## src/rtl/fsb_term_if.sv

```systemverilog
// fsb_term_if: 68000 front-side-bus signals between the CPU, the decoder/ready sources and the terminator.
// Latency: none. This file holds wires only.
// Backpressure: none. Cycle pacing comes from the nAS / nDTACK / nVPA / nBERR handshake itself.
//
// Ports (signals):
//   nAS, CS, RDY, WS, IACS, QoSReady  -> terminator inputs
//   BACT, nDTACK, nVPA, nBERR, ACTCH  <- terminator outputs
interface fsb_term_if #(
  parameter int NCH = 4,
  parameter int WSW = 3
);
  logic               nAS;
  logic [NCH-1:0]     CS;
  logic [NCH-1:0]     RDY;
  logic [NCH*WSW-1:0] WS;
  logic               IACS;
  logic               QoSReady;
  logic               BACT;
  logic               nDTACK;
  logic               nVPA;
  logic               nBERR;
  logic [NCH-1:0]     ACTCH;

  // CPU / decoder side
  modport master (
    output nAS, CS, RDY, WS, IACS, QoSReady,
    input  BACT, nDTACK, nVPA, nBERR, ACTCH
  );

  // terminator side
  modport slave (
    input  nAS, CS, RDY, WS, IACS, QoSReady,
    output BACT, nDTACK, nVPA, nBERR, ACTCH
  );
endinterface

```

## src/rtl/fsb_term.sv

```systemverilog
// fsb_term: 68000 bus-cycle terminator for NCH chip-select channels. It ends each cycle with nDTACK, nVPA or nBERR.
// Latency: the strobe falls at the earliest at posedge k+1+WS, where k is the posedge that first sees nAS low.
//          nBERR falls at posedge k+TO_CYC.
// Backpressure: the terminator holds in WAIT while RDY or QoSReady is low. Strobes stay low until nAS rises.
//
// Ports:
//   FCLK   bus clock. State changes on posedge; nAS is resampled on negedge for BACT.
//   nRESET async active-low reset.
//   bus    fsb_term_if.slave: nAS, CS, RDY, WS, IACS, QoSReady in; BACT, nDTACK, nVPA, nBERR, ACTCH out.
module fsb_term #(
  parameter int NCH    = 4,
  parameter int WSW    = 3,
  parameter int TOW    = 8,
  parameter int TO_CYC = 200
) (
  input  logic        FCLK,
  input  logic        nRESET,
  fsb_term_if.slave   bus
);

  localparam logic [TOW-1:0] TO_LAST = TOW'(TO_CYC - 1);

  typedef enum logic [1:0] {
    IDLE = 2'd0,
    WAIT = 2'd1,
    ACK  = 2'd2,
    ERR  = 2'd3
  } state_t;

  state_t           state_q, state_d;
  logic [NCH-1:0]   actch_q, actch_d;
  logic             iack_q,  iack_d;
  logic [WSW-1:0]   wcnt_q,  wcnt_d;
  logic [TOW-1:0]   tcnt_q,  tcnt_d;
  // Internal strobe requests, active high.
  // The pins also depend on nAS, so that the pins release as soon as AS rises.
  logic             dtack_q, dtack_d;
  logic             vpa_q,   vpa_d;
  logic             berr_q,  berr_d;
  logic             asrf_q;

  logic [NCH-1:0]   sel_oh;
  logic [WSW-1:0]   sel_ws;
  logic             ok;

  // AS resampled on the falling edge. It only stretches BACT.
  always_ff @(negedge FCLK or negedge nRESET) begin
    if (!nRESET) asrf_q <= 1'b0;
    else         asrf_q <= !bus.nAS;
  end

  // Lowest-index chip select wins.
  // The loop walks downward, so the last match it writes is the lowest index.
  always_comb begin
    sel_oh = '0;
    sel_ws = '0;
    for (int i = NCH - 1; i >= 0; i--) begin
      if (bus.CS[i]) begin
        sel_oh    = '0;
        sel_oh[i] = 1'b1;
        sel_ws    = bus.WS[i*WSW +: WSW];
      end
    end
  end

  assign ok = (wcnt_q == '0) && bus.QoSReady && (iack_q || |(actch_q & bus.RDY));

  always_ff @(posedge FCLK or negedge nRESET) begin
    if (!nRESET) begin
      state_q <= IDLE;
      actch_q <= '0;
      iack_q  <= 1'b0;
      wcnt_q  <= '0;
      tcnt_q  <= '0;
      dtack_q <= 1'b0;
      vpa_q   <= 1'b0;
      berr_q  <= 1'b0;
    end else begin
      state_q <= state_d;
      actch_q <= actch_d;
      iack_q  <= iack_d;
      wcnt_q  <= wcnt_d;
      tcnt_q  <= tcnt_d;
      dtack_q <= dtack_d;
      vpa_q   <= vpa_d;
      berr_q  <= berr_d;
    end
  end

  always_comb begin
    state_d = state_q;
    actch_d = actch_q;
    iack_d  = iack_q;
    wcnt_d  = wcnt_q;
    tcnt_d  = tcnt_q;
    dtack_d = dtack_q;
    vpa_d   = vpa_q;
    berr_d  = berr_q;

    case (state_q)
      IDLE: begin
        if (!bus.nAS) begin
          iack_d  = bus.IACS;
          tcnt_d  = '0;
          state_d = WAIT;
          // Interrupt-acknowledge cycles bypass the channel path entirely.
          // Such a cycle latches no channel and takes no wait states.
          if (bus.IACS) begin
            actch_d = '0;
            wcnt_d  = '0;
          end else begin
            actch_d = sel_oh;
            wcnt_d  = sel_ws;
          end
        end
      end

      WAIT: begin
        if (bus.nAS) begin
          // The CPU withdrew the cycle, so no strobe is driven.
          state_d = IDLE;
          actch_d = '0;
        end else begin
          if (wcnt_q != '0)    wcnt_d = wcnt_q - 1'b1;
          if (tcnt_q < TO_LAST) tcnt_d = tcnt_q + 1'b1;
          // On the edge where the timeout expires, a ready channel still wins.
          if (ok) begin
            state_d = ACK;
            if (iack_q) vpa_d   = 1'b1;
            else        dtack_d = 1'b1;
          end else if (tcnt_q == TO_LAST) begin
            state_d = ERR;
            berr_d  = 1'b1;
          end
        end
      end

      ACK, ERR: begin
        if (bus.nAS) begin
          state_d = IDLE;
          actch_d = '0;
          dtack_d = 1'b0;
          vpa_d   = 1'b0;
          berr_d  = 1'b0;
        end
      end

      default: state_d = IDLE;
    endcase
  end

  // The strobes are gated by nAS, so that they deassert as soon as AS rises.
  // They do not wait for the next clock edge.
  assign bus.nDTACK = !(dtack_q && !bus.nAS);
  assign bus.nVPA   = !(vpa_q   && !bus.nAS);
  assign bus.nBERR  = !(berr_q  && !bus.nAS);
  assign bus.BACT   = !bus.nAS || asrf_q;
  assign bus.ACTCH  = actch_q;

endmodule

```

## src/flat_wrapper.sv

```systemverilog
// flat-port wrapper written by rule: the top's interface ports become plain ports
module fsb_term_flat 
#(
  parameter int NCH    = 4,
  parameter int WSW    = 3,
  parameter int TOW    = 8,
  parameter int TO_CYC = 200
)
  (FCLK, nRESET, bus_nAS, bus_CS, bus_RDY, bus_WS, bus_IACS, bus_QoSReady, bus_BACT, bus_nDTACK, bus_nVPA, bus_nBERR, bus_ACTCH);
  fsb_term_if #(.NCH(NCH), .WSW(WSW)) bus_i ();
  input  logic FCLK;
  input  logic nRESET;
  input wire logic [$bits(bus_i.nAS)-1:0] bus_nAS;
  input wire logic [$bits(bus_i.CS)-1:0] bus_CS;
  input wire logic [$bits(bus_i.RDY)-1:0] bus_RDY;
  input wire logic [$bits(bus_i.WS)-1:0] bus_WS;
  input wire logic [$bits(bus_i.IACS)-1:0] bus_IACS;
  input wire logic [$bits(bus_i.QoSReady)-1:0] bus_QoSReady;
  output wire logic [$bits(bus_i.BACT)-1:0] bus_BACT;
  output wire logic [$bits(bus_i.nDTACK)-1:0] bus_nDTACK;
  output wire logic [$bits(bus_i.nVPA)-1:0] bus_nVPA;
  output wire logic [$bits(bus_i.nBERR)-1:0] bus_nBERR;
  output wire logic [$bits(bus_i.ACTCH)-1:0] bus_ACTCH;
  assign bus_i.nAS = bus_nAS;
  assign bus_i.CS = bus_CS;
  assign bus_i.RDY = bus_RDY;
  assign bus_i.WS = bus_WS;
  assign bus_i.IACS = bus_IACS;
  assign bus_i.QoSReady = bus_QoSReady;
  assign bus_BACT = bus_i.BACT;
  assign bus_nDTACK = bus_i.nDTACK;
  assign bus_nVPA = bus_i.nVPA;
  assign bus_nBERR = bus_i.nBERR;
  assign bus_ACTCH = bus_i.ACTCH;
  fsb_term #(.NCH(NCH), .WSW(WSW), .TOW(TOW), .TO_CYC(TO_CYC)) u_core (.FCLK(FCLK), .nRESET(nRESET), .bus(bus_i));
endmodule
```

## config.mk

```make
export PLATFORM = sky130hd
export DESIGN_NAME = fsb_term_flat
export DESIGN_NICKNAME = d
export VERILOG_FILES = /design/src/rtl/fsb_term_if.sv /design/src/rtl/fsb_term.sv /design/src/flat_wrapper.sv
export SDC_FILE = /design/constraint.sdc
export NUM_CORES = 1
export LEC_CHECK = 0
export ABC_AREA = 0
export CORE_MARGIN = 2
export CORE_UTILIZATION = 43
export DETAILED_ROUTE_END_ITERATION = 6
export GPL_ROUTABILITY_DRIVEN = 1
export PLACE_DENSITY = 0.74
export SETUP_SLACK_MARGIN = 0.02
export SKIP_CTS_REPAIR_TIMING = 1
export SLEW_MARGIN = 20
export SYNTH_ARGS = -nofsm -noshare
export SYNTH_HDL_FRONTEND = slang
export SYNTH_SLANG_ARGS = --single-unit
```

## constraint.sdc

```tcl
create_clock -name FCLK -period 1.35 [get_ports FCLK]
set_input_delay 0.405 -clock FCLK [delete_from_list [all_inputs] [get_ports FCLK]]
set_output_delay 0.405 -clock FCLK [all_outputs]
set_load 0.02 [all_outputs]
```

==> reports/metrics.sh, run 1 <==
SYNTH_TOP_CELLS_BY_COUNT='sky130_fd_sc_hd__dfrtp_1, sky130_fd_sc_hd__nand2_1, sky130_fd_sc_hd__nor2_1, sky130_fd_sc_hd__o21ai_0, sky130_fd_sc_hd__inv_1'
SYNTH_TOP_FAMILY_BY_AREA='simple AND/OR/NAND/NOR gates'
POST_SYNTH_XOR_AREA_FRACTION_PCT=2.716
IRDROPWORSTVDD_uV=565.1
ASYNC_FLOP_SHARE_PCT=100.0
CORE_AR_UM2=2805
ROUTE.DETAILED.DRC=2
WORST-SETUP-PATH-TYPE='reg2out'
SHARE_CLK_OF_TOTAL_POWER_PCT=23.9
FIN_WORST_HOLD_SLACK_NS=0.4631
N_FILL_CELL=198
SYNTHADDERAREAFRAC_PCT=2.910
SYNTH_TOP_CELL_AREA_SHARE_PCT=40.74
PIN_COUNT=33
NUMBER_OF_ENABLE_FLIP_FLOP_CELLS_AFTER_SYNTHESIS=0
WORSTSETUPSTARTPOINTTYPE='flip-flop'
RUN_STATUS='finished, violations left'
SYNTHMOSTINSTANTIATEDCELL='sky130_fd_sc_hd__dfrtp_1'
SYNTH_CELL_TYPE_COUNT=44
HPWLAFTERDP_MM=2.735
SYN2LAYOUT_AREA_GROWTH_PCT=62.37
CRITICAL_PATH_REQUIRED_NS=0.95
PWR_DENSITY_CELL_nW_PER_UM2=1049
FIRST_GLOBAL_VIAS=1379
INSERTION_DELAY_NS=0.32
OVERFLOW=0
MAPPEDNETLISTNETS=169
TOTAL_SWITCHING_POWER_uW=690.5
SYNTH_AREA_PER_CELL_UM2=9.149
CLOCKBUFFERDEPTH=2
FINAL_LAYOUT_SIZE_SUFFIX_GT1_SHARE_PCT=35.58
CLOCK_TREE.ROOT_CELL='sky130_fd_sc_hd__clkbuf_4'
CTS_BUFFERS=3
ROUTED_WIRE_LENGTH_MM=3.827
GRTUSAGETOTAL_PCT=21.99
FIN_SKEW_NS=0.006537
SLEW_VIOLATIONS=0
SYNTH.FF_LATCH_COUNT=22
FIN_NETS=237
ANTENNA_FOUND_INITIAL=0
MOST_USED_FLIP_FLOP_CELL_AFTER_SYNTHESIS='sky130_fd_sc_hd__dfrtp_1'
CTS.HTREE.LEVELS=1
P_INT_mW=1.506
DRTPASS1ITERATIONS=6
SYNTH_CELLS=141
MUX_SHARE_OF_POST_SYNTHESIS_CELL_AREA_PCT=1.649
HOLD_VIOL_FINAL=0
VIOLATED_CHECKS='design-rule violations, negative setup slack'
WORSTPATHARRIVAL_NS=1.61
CP_MAX_FO=1
GP_CONGESTION=0.8036
DETAILROUTE.VIA_COUNT=1353
LAYOUT.CORE_UTILIZATION_PCT=74.67
IO_BUFFERS=32
REPORT.FINAL.SETUP_VIOL=16
SYNTH.YOSYS.SEQ_AREA_SHARE_PCT=42.68
GRT_MAX_DEGREE=22
VIAS_PER_CELL=5.661
CLKSINKCOUNT=22
GRT_PASS1_WL_MM=5.789
COMBINATIONALPOWERSHARE_PCT=37.7
CLK_TRANSITION_REPORTED_PATHS_NS=0.14
DETAILEDROUTE.FIRSTITERATIONVIOLATIONS=65
INITIAL_CORE_UTIL_PCT=45.99
NUM_ROWS=19
HP-CLASS='in2reg'
DIE_AREA_UM2=3454
DIE_W_UM=58.77
CTS_TREE='built'
UNREPAIRED_SETUP_ENDPOINTS_AFTER_GLOBAL_ROUTING='true'
FLOORPLAN.DIE.HEIGHT_UM=58.77
WL_PER_CELL_UM=16.01
POSTLAYOUTSETUPSLACKWORST_NS=-0.6642
TIMING_WORST_SLEW_PIN_VALUE_NS=0.3939
SYNTH.CELL_AREA_UM2=1290
SYNTH_SIMPLE_GATE_AREA_SHARE_PCT=24.73
SYNTHESIS.YOSYS.WARNINGS=0
NETSWITCHINGFRACTION_PCT=31.44
SEQ_POWER_SHARE_PCT=38.4
N_ANTENNA_CELL=0
AREA_LEADER_NETLIST='sky130_fd_sc_hd__dfrtp_1'
YOSYS-TOP-CELLS-AREA='sky130_fd_sc_hd__dfrtp_1, sky130_fd_sc_hd__nand2_1, sky130_fd_sc_hd__nor2_1'
SYNTH-COMPOUND-AREA-SHARE_PCT=21.53
CAP_VIOL_MAX_COUNT=0
DRT.ANTENNA.VIOLATING_NETS=0
ENDPOINT_KIND='primary output'
TOTAL_LEAKAGE_POWER_nW=0.9181
TIMING.SLEW.HEADROOM_PCT=73.06
## cell families (layout without fill, tap and decap cells)
kind of cell / after synthesis / after routing
and+or+nand+nor: 61 / 61
AOI/OAI and AO/OA: 38 / 38
DFF: 22 / 22
buffers and inverters: 11 / 78
xor gates and xnor gates: 4 / 4
adders and majority gates: 3 / 3
muxes: 2 / 2
## cells in the final DEF, fill, tap and decap left out, drive strengths merged, types with 4 or more instances in the layout
master | synthesis | final
inv | 7 | 7
clkbuf | 0 | 4
a21oi | 6 | 6
buf | 4 | 43
o21ai | 8 | 8
dfrtp | 21 | 21
nand2 | 18 | 18
clkdlybuf4s50 | 0 | 23
nand2b | 4 | 4
nand4 | 4 | 4
nor2b | 4 | 4
a31oi | 4 | 4
nor2 | 17 | 17
## power groups by stage
stage	Sequential, mW	Clock (mW)	Combinational [mW]
after floorplan	0.836	0	0.373
after global placement	0.832	0	0.688
after detailed placement	0.838	0	0.709
after CTS	0.823	0.536	0.715
after global routing	0.856	0.566	0.908
final	0.843	0.526	0.827
## through the flow
| stage | setup TNS (ns) | instance area (µm²) | worst slack [ns] | total power, mW | instances |
|---|---|---|---|---|---|
| after floorplan | -0.3640 | 1366 | -0.2329 | 1.208 | 141 |
| after global placement | -15.55 | 1921 | -0.8201 | 1.521 | 231 |
| after detailed placement | -15.83 | 1921 | -0.8344 | 1.546 | 231 |
| after CTS | -10.62 | 1973 | -1.154 | 2.075 | 235 |
| after global routing | -3.251 | 2095 | -0.7090 | 2.331 | 239 |
| final | -1.997 | 2095 | -0.6642 | 2.196 | 239 |
## sequential cells by signal, summed over array words and instances (netlist names)
| name | count |
|---|---|
| u_core.asrf_q | 1 |
| u_core.berr_q | 1 |
| u_core.bus.ACTCH | 4 |
| u_core.dtack_q | 1 |
| u_core.iack_q | 1 |
| u_core.state_q | 2 |
| u_core.tcnt_q | 8 |
| u_core.vpa_q | 1 |
| u_core.wcnt_q | 3 |
## routing by layer
metal	up-vias	part of all wire, %	GRT usage [%]
met4	0	1.6	8.442
met5	-	0	0
met1	656	41	25.76
met3	6	3.4	2.857
li1	657	-	-
met2	34	54	40.32
## final cells by class
type	instances	area, µm²	area share, %
multi-input cells	108	824.5	39.37
inverters	7	31.28	1.493
well taps	31	38.79	1.852
flip-flops and latches	22	551.8	26.34
repair buffers	67	595.6	28.43
clock buffers	3	22.52	1.075
clock inverters	1	30.03	1.434
## final timing paths
| path | from | to | slack, ns | cells after the start |
|---|---|---|---|---|
| max | u_core.asrf_q | bus_BACT | -0.66 | 2 |
| min | bus_nAS | u_core.berr_q | 0.46 | 4 |
| max reg2reg | u_core.state_q[1] | u_core.tcnt_q[2] | -0.16 | 5 |
| min reg2reg | u_core.bus.ACTCH[1] | u_core.bus.ACTCH[1] | 0.56 | 1 |
| max in group asynchronous | nRESET | u_core.asrf_q | 0.40 | 1 |
| min in group asynchronous | nRESET | u_core.berr_q | 0.48 | 2 |
## worst max-delay path, stage by stage, from the launching register on
cell and delay (ns):
sky130_fd_sc_hd__dfrtn_1 0.40, sky130_fd_sc_hd__nand2b_4 0.11, sky130_fd_sc_hd__buf_6 0.11
Note: power is estimated with default switching activity, not from simulation.
==> inputs of run 2 (changes only) <==
- SLEW_MARGIN: 20 -> default
==> results of run 2 <==
Final layout, timing and power as in run 1 (identical DEF).
==> variant, RTL diff (config.mk and constraints of run 1) <==
`TOW` is set to 8 in 2 places; all go to 12.
--- a/src/rtl/fsb_term.sv
+++ b/src/rtl/fsb_term.sv
@@ -10,7 +10,7 @@
 module fsb_term #(
   parameter int NCH    = 4,
   parameter int WSW    = 3,
-  parameter int TOW    = 8,
+  parameter int TOW    = 12,
   parameter int TO_CYC = 200
 ) (
   input  logic        FCLK,
--- a/src/flat_wrapper.sv
+++ b/src/flat_wrapper.sv
@@ -3,7 +3,7 @@
 #(
   parameter int NCH    = 4,
   parameter int WSW    = 3,
-  parameter int TOW    = 8,
+  parameter int TOW    = 12,
   parameter int TO_CYC = 200
 )
   (FCLK, nRESET, bus_nAS, bus_CS, bus_RDY, bus_WS, bus_IACS, bus_QoSReady, bus_BACT, bus_nDTACK, bus_nVPA, bus_nBERR, bus_ACTCH);
Check against the original RTL: not checked (the comparison handles one clock edge and no latches or derived clocks); the edit may change what the design does.
==> variant against run 1 <==
The run ends with setup timing left; setup slack lost 34 ps; clock skew is 8.2 ps higher; area after synthesis up 10%; routed wire length rose by 40%; synthesized cell count increased by 11%; final area increased by 22%; total power increased by 18%; sequential cell count grew 4.
==> variant: results (changes against run 1) <==
| Metric | Value |
|---|---|
| Vias | 1712 (was 1353) |
| Top cells by area, synth | dfrtp_1 (44%), o21ai_0 (4.6%), nand2_1 (4.0%) (was dfrtp_1 (41%), nand2_1 (5.2%), nor2_1 (4.4%)) |
| Synth cell types | 42 (was 44) |
| VDD IR max | 626 µV (was 565 µV) |
| Skew final | 14.7 ps (was 6.54 ps) |
| Slew headroom | 66.4% (was 73.1%) |
| Max reg flops | 12 (was 8) |
| Hold WC Path Type | in -> reg (unchanged) |
| Failing checks | setup timing (was DRC, setup timing) |
| Status | complete, but fails checks (unchanged) |
| Clock Pin Slew Worst Setup and Hold Paths | 160 ps (was 140 ps) |
| Critical path arrival | 1640 ps (was 1610 ps) |
| Seq/Total Area, Yosys | 45.7% (was 42.7%) |
| DR pass1 iterations | 4 (was 6) |
| Worst-Skew Late Latency | 340 ps (was 320 ps) |
| Synth top cells by count | dfrtp_1 (25), nand2_1 (15), nor2_1 (13), o21ai_0 (13), inv_1 (9) (was dfrtp_1 (21), nand2_1 (18), nor2_1 (15)) |
| Warnings, synthesis | 0 (unchanged) |
| Dpl cell area | 2230 µm² (was 1920 µm²) |
| Worst setup margin | -698 ps (was -664 ps) |
| Routability cong. | 0.948 (was 0.804) |
| Clock Path Buffers | 2 (unchanged) |
| Nets | 276 (was 237) |
| Vias in the first global route | 1563 (was 1379) |
| Layout cells sized above 1 | 47.8% (was 35.6%) |
| Met3 GRT Util | 4.62% (was 2.86%) |
| Leak | 1.20 nW (was 0.918 nW) |
| First-pass GRT wire length | 6930 µm (was 5790 µm) |
| Met2 usage | 42.4% (was 40.3%) |
| Fillers | 194 (was 198) |
| Syn Nets | 184 (was 169) |
| # setup viols final | 29 (was 16) |
| CP max stage delay | 420 ps (was 400 ps) |
| Largest net degree at the start of global routing | 26 (was 22) |
| Gr usage total | 24.8% (was 22.0%) |
| Wirelength, routed | 5370 µm (was 3830 µm) |
| Initial antenna violation count | 0 (unchanged) |
| Drt first-iter violations | 150 (was 65) |
| Met1 Usage GRT | 29.9% (was 25.8%) |
| Detail Placement HPWL | 3310 µm (was 2740 µm) |
## variant: cell count changes after synthesis, sizes merged, moves of 4 or more
cell	run 1	this run
o21ai	8	13
dfrtp	21	25
nor2	17	13
or3	1	5
nor3	1	8
clkbuf	0	4
## variant: layer usage
layer,wire length (µm),part of all wire (%),vias to the layer above
met1,2050,38,836
li1,-,-,758
met2,2820,53,95
met3,322,6.0,23
met4,182,3.4,0
met5,0,0,-
## variant: final timing paths
path	start	end	slack, ps	cells after the start
min in group asynchronous	nRESET	u_core.berr_q$_DFFE_PN0P_	530	2
setup / recovery	u_core.asrf_q$_DFF_NN0_	bus_BACT	-700	2
hold reg to reg	u_core.tcnt_q[11]$_DFFE_PN0P_	u_core.tcnt_q[11]$_DFFE_PN0P_	580	1
setup reg to reg	u_core.tcnt_q[1]$_DFFE_PN0P_	u_core.tcnt_q[5]$_DFFE_PN0P_	-580	5
hold / removal	bus_nAS	u_core.dtack_q$_DFFE_PN0P_	470	4
max in group asynchronous	nRESET	u_core.asrf_q$_DFF_NN0_	370	1
## variant: worst min-delay path, delay by kind of cell
| family | cells | cell delay (ps) |
|---|---|---|
| buffers and inverters | 2 | 240 |
| AND/OR/NAND/NOR | 1 | 90 |
| AO/OA/AOI/OAI | 1 | 60 |
## variant: cell families (layout without fill, tap and decap cells)
kind of cell	Yosys count	in the layout	synth area share, %
and+or+nand+nor	65	65	23.5
AOI/OAI and AO/OA	44	44	21.5
DFF	26	26	45.7
buffers and inverters	15	106	4.65
adders and majority gates	3	3	2.63
muxes	2	2	1.40
xor gates and xnor gates	1	1	0.615
## variant: through the flow
| stage | hold slack (ps) | TNS [ps] | worst slack [ps] | instances |
|---|---|---|---|---|
| after detailed placement | 512 | -18770 | -797 | 279 |
| after global routing | 503 | -8390 | -727 | 291 |
| after global placement | 498 | -18010 | -795 | 279 |
| after CTS | 511 | -12550 | -1160 | 283 |
| final | 470 | -6600 | -698 | 291 |
| after floorplan | 109 | -3380 | -308 | 156 |
## variant: power breakdown
group	internal (W)	leakage, nW	switching [W]
clock network	0.000166	0.0210	0.000254
logic	0.000616	0.849	0.000570
registers	0.000878	0.333	0.000110
total	0.00166	1.20	0.000934
## variant: area by class of cell
cell class | instances | area, µm² | area share, %
sequential | 26 | 651 | 25.4
multi-input combinational | 115 | 941 | 36.7
timing repair buffer | 93 | 842 | 32.8
inverter | 9 | 40.0 | 1.56
tap | 44 | 55.1 | 2.15
clock buffer | 4 | 36.3 | 1.41
